### src/rtl/aud_btm_trace_buf.sv
// BTM trace buffer: rebuilds full branch addresses from nibble frames into a FWFT FIFO.
// Optional per-entry timestamp when AUD_BTM_TIMESTAMP_EN is defined.
module aud_btm_trace_buf #(
    parameter int DEPTH_LOG2 = 4,
    parameter int TS_W       = 16
) (
    input  logic                  clk_sys_i,
    input  logic                  rst_i,
    input  logic                  clr_i,
    input  logic                  frm_valid_i,
    input  logic [1:0]            frm_type_i,
    input  logic [2:0]            frm_len_i,
    input  logic [31:0]           frm_data_i,
    input  logic                  rd_i,
    output logic [31:0]           rd_data_o,
    output logic [1:0]            rd_type_o,
`ifdef AUD_BTM_TIMESTAMP_EN
    output logic [TS_W-1:0]       rd_ts_o,
`endif
    output logic                  empty_o,
    output logic                  full_o,
    output logic [DEPTH_LOG2:0]   level_o,
    output logic                  ovf_o,
    output logic [15:0]           drop_cnt_o
);

    localparam int DEPTH = 1 << DEPTH_LOG2;
    localparam logic [DEPTH_LOG2:0] FULL_LVL = (DEPTH_LOG2+1)'(DEPTH);

    if (DEPTH_LOG2 < 1 || DEPTH_LOG2 > 8 || TS_W < 1) begin : g_bad_cfg
        $error("aud_btm_trace_buf: illegal DEPTH_LOG2 or TS_W");
    end

    logic [31:0]           mem_addr [DEPTH];
    logic [1:0]            mem_type [DEPTH];
    logic [DEPTH_LOG2-1:0] wr_ptr;
    logic [DEPTH_LOG2-1:0] rd_ptr;
    logic [DEPTH_LOG2:0]   level;
    logic [31:0]           last_addr;
    logic [31:0]           mask;
    logic [31:0]           new_addr;
    logic                  full;
    logic                  empty;
    logic                  push;
    logic                  pop;
    logic                  drop;

    always_comb begin
        mask = '0;
        for (int i = 0; i < 8; i++) begin
            if (3'(i) <= frm_len_i) mask[4*i +: 4] = 4'hF;
        end
        new_addr = (last_addr & ~mask) | (frm_data_i & mask);
    end

    assign full  = (level == FULL_LVL);
    assign empty = (level == '0);
    // A pop at full frees the slot the simultaneous push lands in.
    assign push  = frm_valid_i && !clr_i && (!full || rd_i);
    assign pop   = rd_i && !empty && !clr_i;
    assign drop  = frm_valid_i && !clr_i && full && !rd_i;

    always_ff @(posedge clk_sys_i) begin
        if (rst_i || clr_i) begin
            wr_ptr     <= '0;
            rd_ptr     <= '0;
            level      <= '0;
            last_addr  <= '0;
            ovf_o      <= 1'b0;
            drop_cnt_o <= '0;
        end else begin
            if (frm_valid_i) last_addr <= new_addr;
            if (push) wr_ptr <= wr_ptr + 1'b1;
            if (pop)  rd_ptr <= rd_ptr + 1'b1;
            if (push && !pop)      level <= level + 1'b1;
            else if (pop && !push) level <= level - 1'b1;
            if (drop) begin
                ovf_o <= 1'b1;
                if (drop_cnt_o != 16'hFFFF) drop_cnt_o <= drop_cnt_o + 16'd1;
            end
        end
    end

    always_ff @(posedge clk_sys_i) begin
        if (push && !rst_i) begin
            mem_addr[wr_ptr] <= new_addr;
            mem_type[wr_ptr] <= frm_type_i;
        end
    end

`ifdef AUD_BTM_TIMESTAMP_EN
    logic [TS_W-1:0] ts_cnt;
    logic [TS_W-1:0] mem_ts [DEPTH];

    always_ff @(posedge clk_sys_i) begin
        if (rst_i || clr_i) ts_cnt <= '0;
        else                ts_cnt <= ts_cnt + 1'b1;
    end

    always_ff @(posedge clk_sys_i) begin
        if (push && !rst_i) mem_ts[wr_ptr] <= ts_cnt;
    end

    assign rd_ts_o = empty ? '0 : mem_ts[rd_ptr];
`endif

    // Gate the head with empty so unreset memory never leaks to the outputs.
    assign rd_data_o = empty ? '0 : mem_addr[rd_ptr];
    assign rd_type_o = empty ? '0 : mem_type[rd_ptr];
    assign empty_o   = empty;
    assign full_o    = full;
    assign level_o   = level;

endmodule

### config.mk
export PLATFORM = sky130hd
export DESIGN_NAME = aud_btm_trace_buf
export DESIGN_NICKNAME = d
export VERILOG_FILES = /design/src/rtl/aud_btm_trace_buf.sv
export SDC_FILE = /design/constraint.sdc
export NUM_CORES = 1
export LEC_CHECK = 0
export BUFFER_PORTS_ARGS = -buffer_cell sky130_fd_sc_hd__buf_2
export CELL_PAD_IN_SITES_DETAIL_PLACEMENT = 1
export CELL_PAD_IN_SITES_GLOBAL_PLACEMENT = 1
export CORE_UTILIZATION = 54
export DETAILED_ROUTE_END_ITERATION = 6
export PLACE_DENSITY_LB_ADDON = 0.1
export SYNTH_ARGS = -nofsm -noshare
export SYNTH_HDL_FRONTEND = slang
export SYNTH_SLANG_ARGS = --single-unit
### constraint.sdc
create_clock -name clk_sys_i -period 4.65 [get_ports clk_sys_i]
set_input_delay 0.93 -clock clk_sys_i [delete_from_list [all_inputs] [get_ports clk_sys_i]]
set_output_delay 0.93 -clock clk_sys_i [all_outputs]
set_load 0.02 [all_outputs]
==> impl_metrics.toml, run 1 <==
[run_status]
status = "complete, no violations"

[run]
max-cap-violations = 0

[logic_synthesis]
synth_top_family_by_area = "multiplexers"
synth_area_leader_cell = "edfxtp_1"
async_flop_share_pct = 0
ys_seq_area_share_pct = 74.2
synth-main-ff-cell = "edfxtp_1"
synth-xor-area-share_pct = 0.259
synthAdderAreaFrac_pct = 0.613
yosys.area_share.simple_pct = 2.90
synth_compound_area_share_pct = 1.92
synth_area_leaders = "edfxtp_1 (69%), mux4_2 (13%), dfxtp_1 (5.2%), mux2i_1 (4.5%), mux2_2 (1.3%)"
synth_seq_cells = 606
synthCells = 1189
ys_warn_count = 0
synth.top_cell.area_share_pct = 69.0
synth_edf_count = 544
synth_area_um2 = 23700
synth_mux_area_share_pct = 18.8
synth.avg_cell_area_um2 = 19.9
synthDistinctLibCells = 39
syn_nets = 1242

[worst_setup_path]
critPathSlowestCell = "or2_2"
reg2reg_depth = 10
crit_family = "simple AND/OR/NAND/NOR gates"
path_depth = 5
worst-path-buf-inv = 1
critPathMaxFanout = 34
critical-path-max-stage-delay_ps = 900
cp.required_ps = 3720
path_class = "reg -> out"
startpoint_type = "register"
critical_path.cell_chain = "or4_1 -> nor2_1 -> or2_2 -> o22ai_1 -> buf_2"
crit_path_end_kind = "output port"
arrival_ps = 3440

[detailed_routing]
ant_nets = 0
dr_total_vias = 11900
firstDrtPassIters = 5
wl_per_cell_um = 28.5
wirelength_um = 55600
drc = 0
drt_iter0_drc = 910
avgViaCountPerCell = 6.11

[die]
ioPinCount = 100
row_count = 76
initial_core_util_pct = 54.9
die_area_um2 = 44700
die_x_um = 211
die_h_um = 211
core_area_um2 = 43200

[cts]
cts_tree = "built"
cts-root-buf = "clkbuf_16"
clk_latency_ps = 620
clkSinkCount = 606
hold_buffers = 0
cts_setup_buffers = 0
ctsHtreeMaxLevel = 2
cts_made_buffers = 59
path_clk_slew_ps = 60
clock_path_buffers = 3
cts_resized = 0

[power]
power_mw = 11.3
powerDensity_nw_per_um2 = 417
vdd_drop_max_uv = 310
total_leakage_power_nw = 8.58

[timing]
skew_ps = 36.0
slew_violations = 0
grt_setup_unrepaired = "false"
period_share_pct = 94.1
finalSetupTns_ps = 0
max_freq_mhz = 229
period_needed_ps = 4370
finalHoldViolCount = 0
final-setup-viol-count = 0
worst_slew_pin_slew_ps = 1150
slew_headroom_pct = 23.5

[layout]
layout-drive-gt1-share_pct = 30.1
num_antenna_cells = 0
final_cell_count_no_fill = 1950
synthToLayoutAreaGrowth_pct = 14.7
nets = 1369
fillCellCount = 3666

[global_route]
grt_pass1_vias = 12900
gr-total-overflow = 0
grt_pass1_wl_um = 81900
grt_max_degree = 44
antenna_found_initial = 1
groute.usage.overall_pct = 25.7

[placement]
routabilityCongestion = 0.738
place_hpwl_um = 32300
io_buffers = 99
dp.cells = 1840

[worst_hold_path]
worstHoldPathType = "reg -> reg"
whs_path_depth = 2
synthesized netlist by cell type, types with 2 or more instances:
library cell / number
nand2b_1: 2
mux2_2: 28
nand3_1: 10
xnor2_1: 3
nor4b_1: 2
mux2i_1: 107
o21ai_1: 2
or4_1: 10
or3_1: 10
xor2_1: 4
dfxtp_1: 62
edfxtp_1: 544
buf_1: 14
nor2_1: 66
a21o_1: 2
ha_1: 10
o31ai_1: 9
clkbuf_1: 50
o21ai_0: 5
nor4_1: 6
nand2_1: 17
nor3_1: 2
o22ai_1: 34
inv_1: 10
buf_2: 6
a21oi_1: 15
or2_2: 6
mux4_2: 136
nand4_1: 7
per-stage QoR:
step / utilization (%) / hold slack (ps) / setup slack (ps) / instance area [um^2]
after floorplan: - / 453 / 944 / 23700
after global placement: 58.5 / 454 / 935 / 25200
after detailed placement: 58.5 / 460 / 870 / 25200
after CTS: 62.9 / 474 / 199 / 27200
after global routing: 62.9 / 502 / 139 / 27200
final: 62.9 / 467 / 276 / 27200
path summary, 6_finish.rpt:
path	slack (ps)	end	from
max	280	rd_data_o[23]	level_o[0]
min reg2reg	470	ovf_o	ovf_o
min	470	ovf_o	ovf_o
max reg2reg	1410	level_o[4]	level_o[0]
per-layer routing:
| layer | up-vias | track usage [%] | routed length (um) |
|---|---|---|---|
| met5 | - | 0 | 8 |
| met4 | 2 | 7.20 | 1290 |
| met3 | 93 | 4.64 | 2770 |
| met2 | 335 | 43.4 | 28300 |
| met1 | 6355 | 34.3 | 23200 |
| li1 | 5128 | - | - |
sequential cells by signal (all words and copies together) (netlist names), named ones only:
| name | flops |
|---|---|
| wr_ptr | 4 |
| level_o | 5 |
| mem_addr | 512 |
| ovf_o | 1 |
| mem_type | 32 |
| drop_cnt_o | 16 |
| rd_ptr | 4 |
| last_addr | 28 |
kinds of logic after synthesis:
group | after synthesis
xor gates and xnor gates | 7
DFF | 606
buffers and inverters | 80
AOI/OAI and AO/OA | 73
muxes | 271
adders and majority gates | 11
and+or+nand+nor | 141
power by group:
| part | leakage [nW] | total [mW] | switching (mW) | internal, mW |
|---|---|---|---|---|
| Clock | 0.930 | 4.77 | 2.00 | 2.77 |
| Combinational | 2.23 | 0.584 | 0.370 | 0.214 |
| Sequential | 5.42 | 5.98 | 0.0219 | 5.96 |
cell usage in the layout, fill, tap and decap left out, types with 5 or more instances in the layout:
cell | Yosys | layout
clkbuf_1 | 50 | 14
or3_1 | 10 | 10
clkinv_1 | 0 | 11
mux4_2 | 136 | 136
ha_1 | 10 | 10
clkinv_2 | 0 | 13
or2_2 | 6 | 6
nor2_1 | 66 | 50
buf_4 | 0 | 22
nand2_1 | 17 | 17
nor2_4 | 0 | 16
a21oi_1 | 15 | 15
dfxtp_1 | 62 | 59
or4_1 | 10 | 10
edfxtp_1 | 544 | 544
bufinv_16 | 0 | 8
buf_12 | 0 | 15
o22ai_1 | 34 | 34
nor4_1 | 6 | 6
buf_2 | 6 | 99
clkbuf_16 | 0 | 59
o31ai_1 | 9 | 9
mux2i_1 | 107 | 107
nand3_1 | 10 | 10
mux2_2 | 28 | 28
o21ai_0 | 5 | 5
nand4_1 | 7 | 7
inv_1 | 10 | 10
tightest hold or removal path, stage by stage (launching register included):
cell     delay (ps)
dfxtp_1         320
nor2_1           40
nor2_1           70
final cells by class:
cell class                 count  area, um^2  share of cell area (%)
tap                          585         732                    2.69
sequential                   606       17600                    64.8
multi-input combinational    503        5930                    21.8
inverter                      10        37.5                   0.138
clock inverter                37         385                    1.42
clock buffer                  73        1530                    5.63
timing repair buffer         136         961                    3.54
Note: power is estimated with default switching activity, not from simulation.
==> run 2: changes to the inputs <==
--- a/config.mk
+++ b/config.mk
@@ -5,11 +5,11 @@
 export SDC_FILE = /design/constraint.sdc
 export NUM_CORES = 1
 export LEC_CHECK = 0
-export BUFFER_PORTS_ARGS = -buffer_cell sky130_fd_sc_hd__buf_2
 export CELL_PAD_IN_SITES_DETAIL_PLACEMENT = 1
 export CELL_PAD_IN_SITES_GLOBAL_PLACEMENT = 1
-export CORE_UTILIZATION = 54
+export CORE_UTILIZATION = 55
 export DETAILED_ROUTE_END_ITERATION = 6
+export DONT_BUFFER_PORTS = 1
 export PLACE_DENSITY_LB_ADDON = 0.1
 export SYNTH_ARGS = -nofsm -noshare
 export SYNTH_HDL_FRONTEND = slang
==> impl_metrics.toml, run 2 (synthesis results as in run 1) <==
[timing]
grt_setup_unrepaired = "false"
worst_slew_pin_slew_ps = 1070
slew_headroom_pct = 28.1
worst_slack_ps = 186
period_share_pct = 96.0
final-setup-viol-count = 0
finalHoldViolCount = 0
period_needed_ps = 4460
skew_ps = 23.2
slew_violations = 0
finalSetupTns_ps = 0
max_freq_mhz = 224

[layout]
top_register = "mem_addr"
top_regs = "mem_addr x512, mem_type x32, last_addr x28"
fillCellCount = 3481
layout-drive-gt1-share_pct = 25.1
largest_reg_flops = 512
final_cell_mix = "edfxtp_1 (544), mux4_2 (136), mux2i_1 (107)"
layout_commonest_cell = "edfxtp_1"
nets = 1265
synthToLayoutAreaGrowth_pct = 12.3

[power]
total_leakage_power_nw = 8.15
power_mw = 11.5
powerDensity_nw_per_um2 = 433
vdd_drop_max_uv = 337

[global_route]
grt_pass1_vias = 12300
gr-total-overflow = 0
grt_max_degree = 79
groute.usage.overall_pct = 25.3
antenna_found_initial = 1
gr-usage-met2_pct = 41.6
grt_pass1_wl_um = 80000
use_met1_pct = 35.3
grtUsageMet3_pct = 4.47
grt_busiest_layer = "met2"

[worst_setup_path]
critical-path-max-stage-delay_ps = 760
critPathMaxFanout = 19
reg2reg_depth = 10
cp.required_ps = 3720
crit_path_end_kind = "output port"
path_class = "reg -> out"
crit_family = "simple AND/OR/NAND/NOR gates"
worst-path-buf-inv = 1
critPathSlowestCell = "or4_1"
arrival_ps = 3530
startpoint_type = "register"
critical_path.cell_chain = "or4_1 -> nor2_1 -> or2_2 -> buf_4 -> o22ai_1"
path_depth = 5

[detailed_routing]
firstDrtPassIters = 7
drt_iter0_drc = 1028
wirelength_um = 53700
ant_nets = 0
dr_total_vias = 11500
avgViaCountPerCell = 6.38
drc = 0
wl_per_cell_um = 29.8

[die]
row_count = 75
die_h_um = 210
initial_core_util_pct = 56.1
ioPinCount = 100
die_x_um = 210
core_area_um2 = 42200
die_area_um2 = 43900

[cts]
hold_buffers = 0
clkSinkCount = 606
path_clk_slew_ps = 70
cts-root-buf = "clkbuf_16"
clock_path_buffers = 3
cts_tree = "built"
cts_resized = 0
clk_latency_ps = 620
cts_made_buffers = 59
cts_setup_buffers = 0
ctsHtreeMaxLevel = 2

[placement]
io_buffers = 0
routabilityCongestion = 0.741
place_hpwl_um = 30800
post-place-ws_ps = 796

[worst_hold_path]
worstHoldPathType = "in -> reg"
whs_path_depth = 0

[run_status]
status = "complete, no violations"

[run]
max-cap-violations = 0
-- run 2: changes by cell type in the layout (fill, tap and decap cells not counted), sizes merged --
cell / delta
diode: +1
clkinv: -4
clkbuf: +8
clkinvlp: -2
buf: -104
-- run 2: final timing paths --
path,slack [ps],end,from
hold / removal,400,mem_addr[15][3],frm_data_i[3]
setup reg to reg,1230,level_o[4],level_o[0]
setup / recovery,190,rd_data_o[23],level_o[0]
hold reg to reg,480,register,rd_ptr[3]
-- run 2: area by class of cell --
cell class	count	area, um^2	share of cell area, %
Antenna cell	1	2.50	0.00941
Clock buffer	81	1700	6.40
Clock inverter	31	367	1.38
Inverter	10	37.5	0.141
Multi-Input combinational cell	503	5930	22.3
Sequential cell	606	17600	66.1
Tap cell	539	674	2.54
Timing Repair Buffer	32	303	1.14
-- run 2: per-stage QoR --
| step | hold WS, ps | cell area [um^2] | instances | util (%) |
|---|---|---|---|---|
| 4_1_cts | 372 | 26600 | 1802 | 63.0 |
| 3_5_place_dp | 470 | 24500 | 1690 | 58.1 |
| 3_3_place_gp | 456 | 24500 | 1690 | 58.1 |
| 5_1_grt | 377 | 26600 | 1802 | 63.0 |
| 6_report | 403 | 26600 | 1803 | 63.0 |
| 2_1_floorplan | 453 | 23700 | 1189 | - |
-- run 2: power by group --
group          internal (mW)  switching, mW
sequential              5.96         0.0176
clock                   3.00           2.04
combinational          0.169          0.327
total                   9.13           2.39
-- run 2: per-layer routing --
metal  vias up  routed length [um]
li1       4925                   -
met1      6145               22900
met2       352               26800
met3        78                2880
met4         0                1180
met5         -                   0
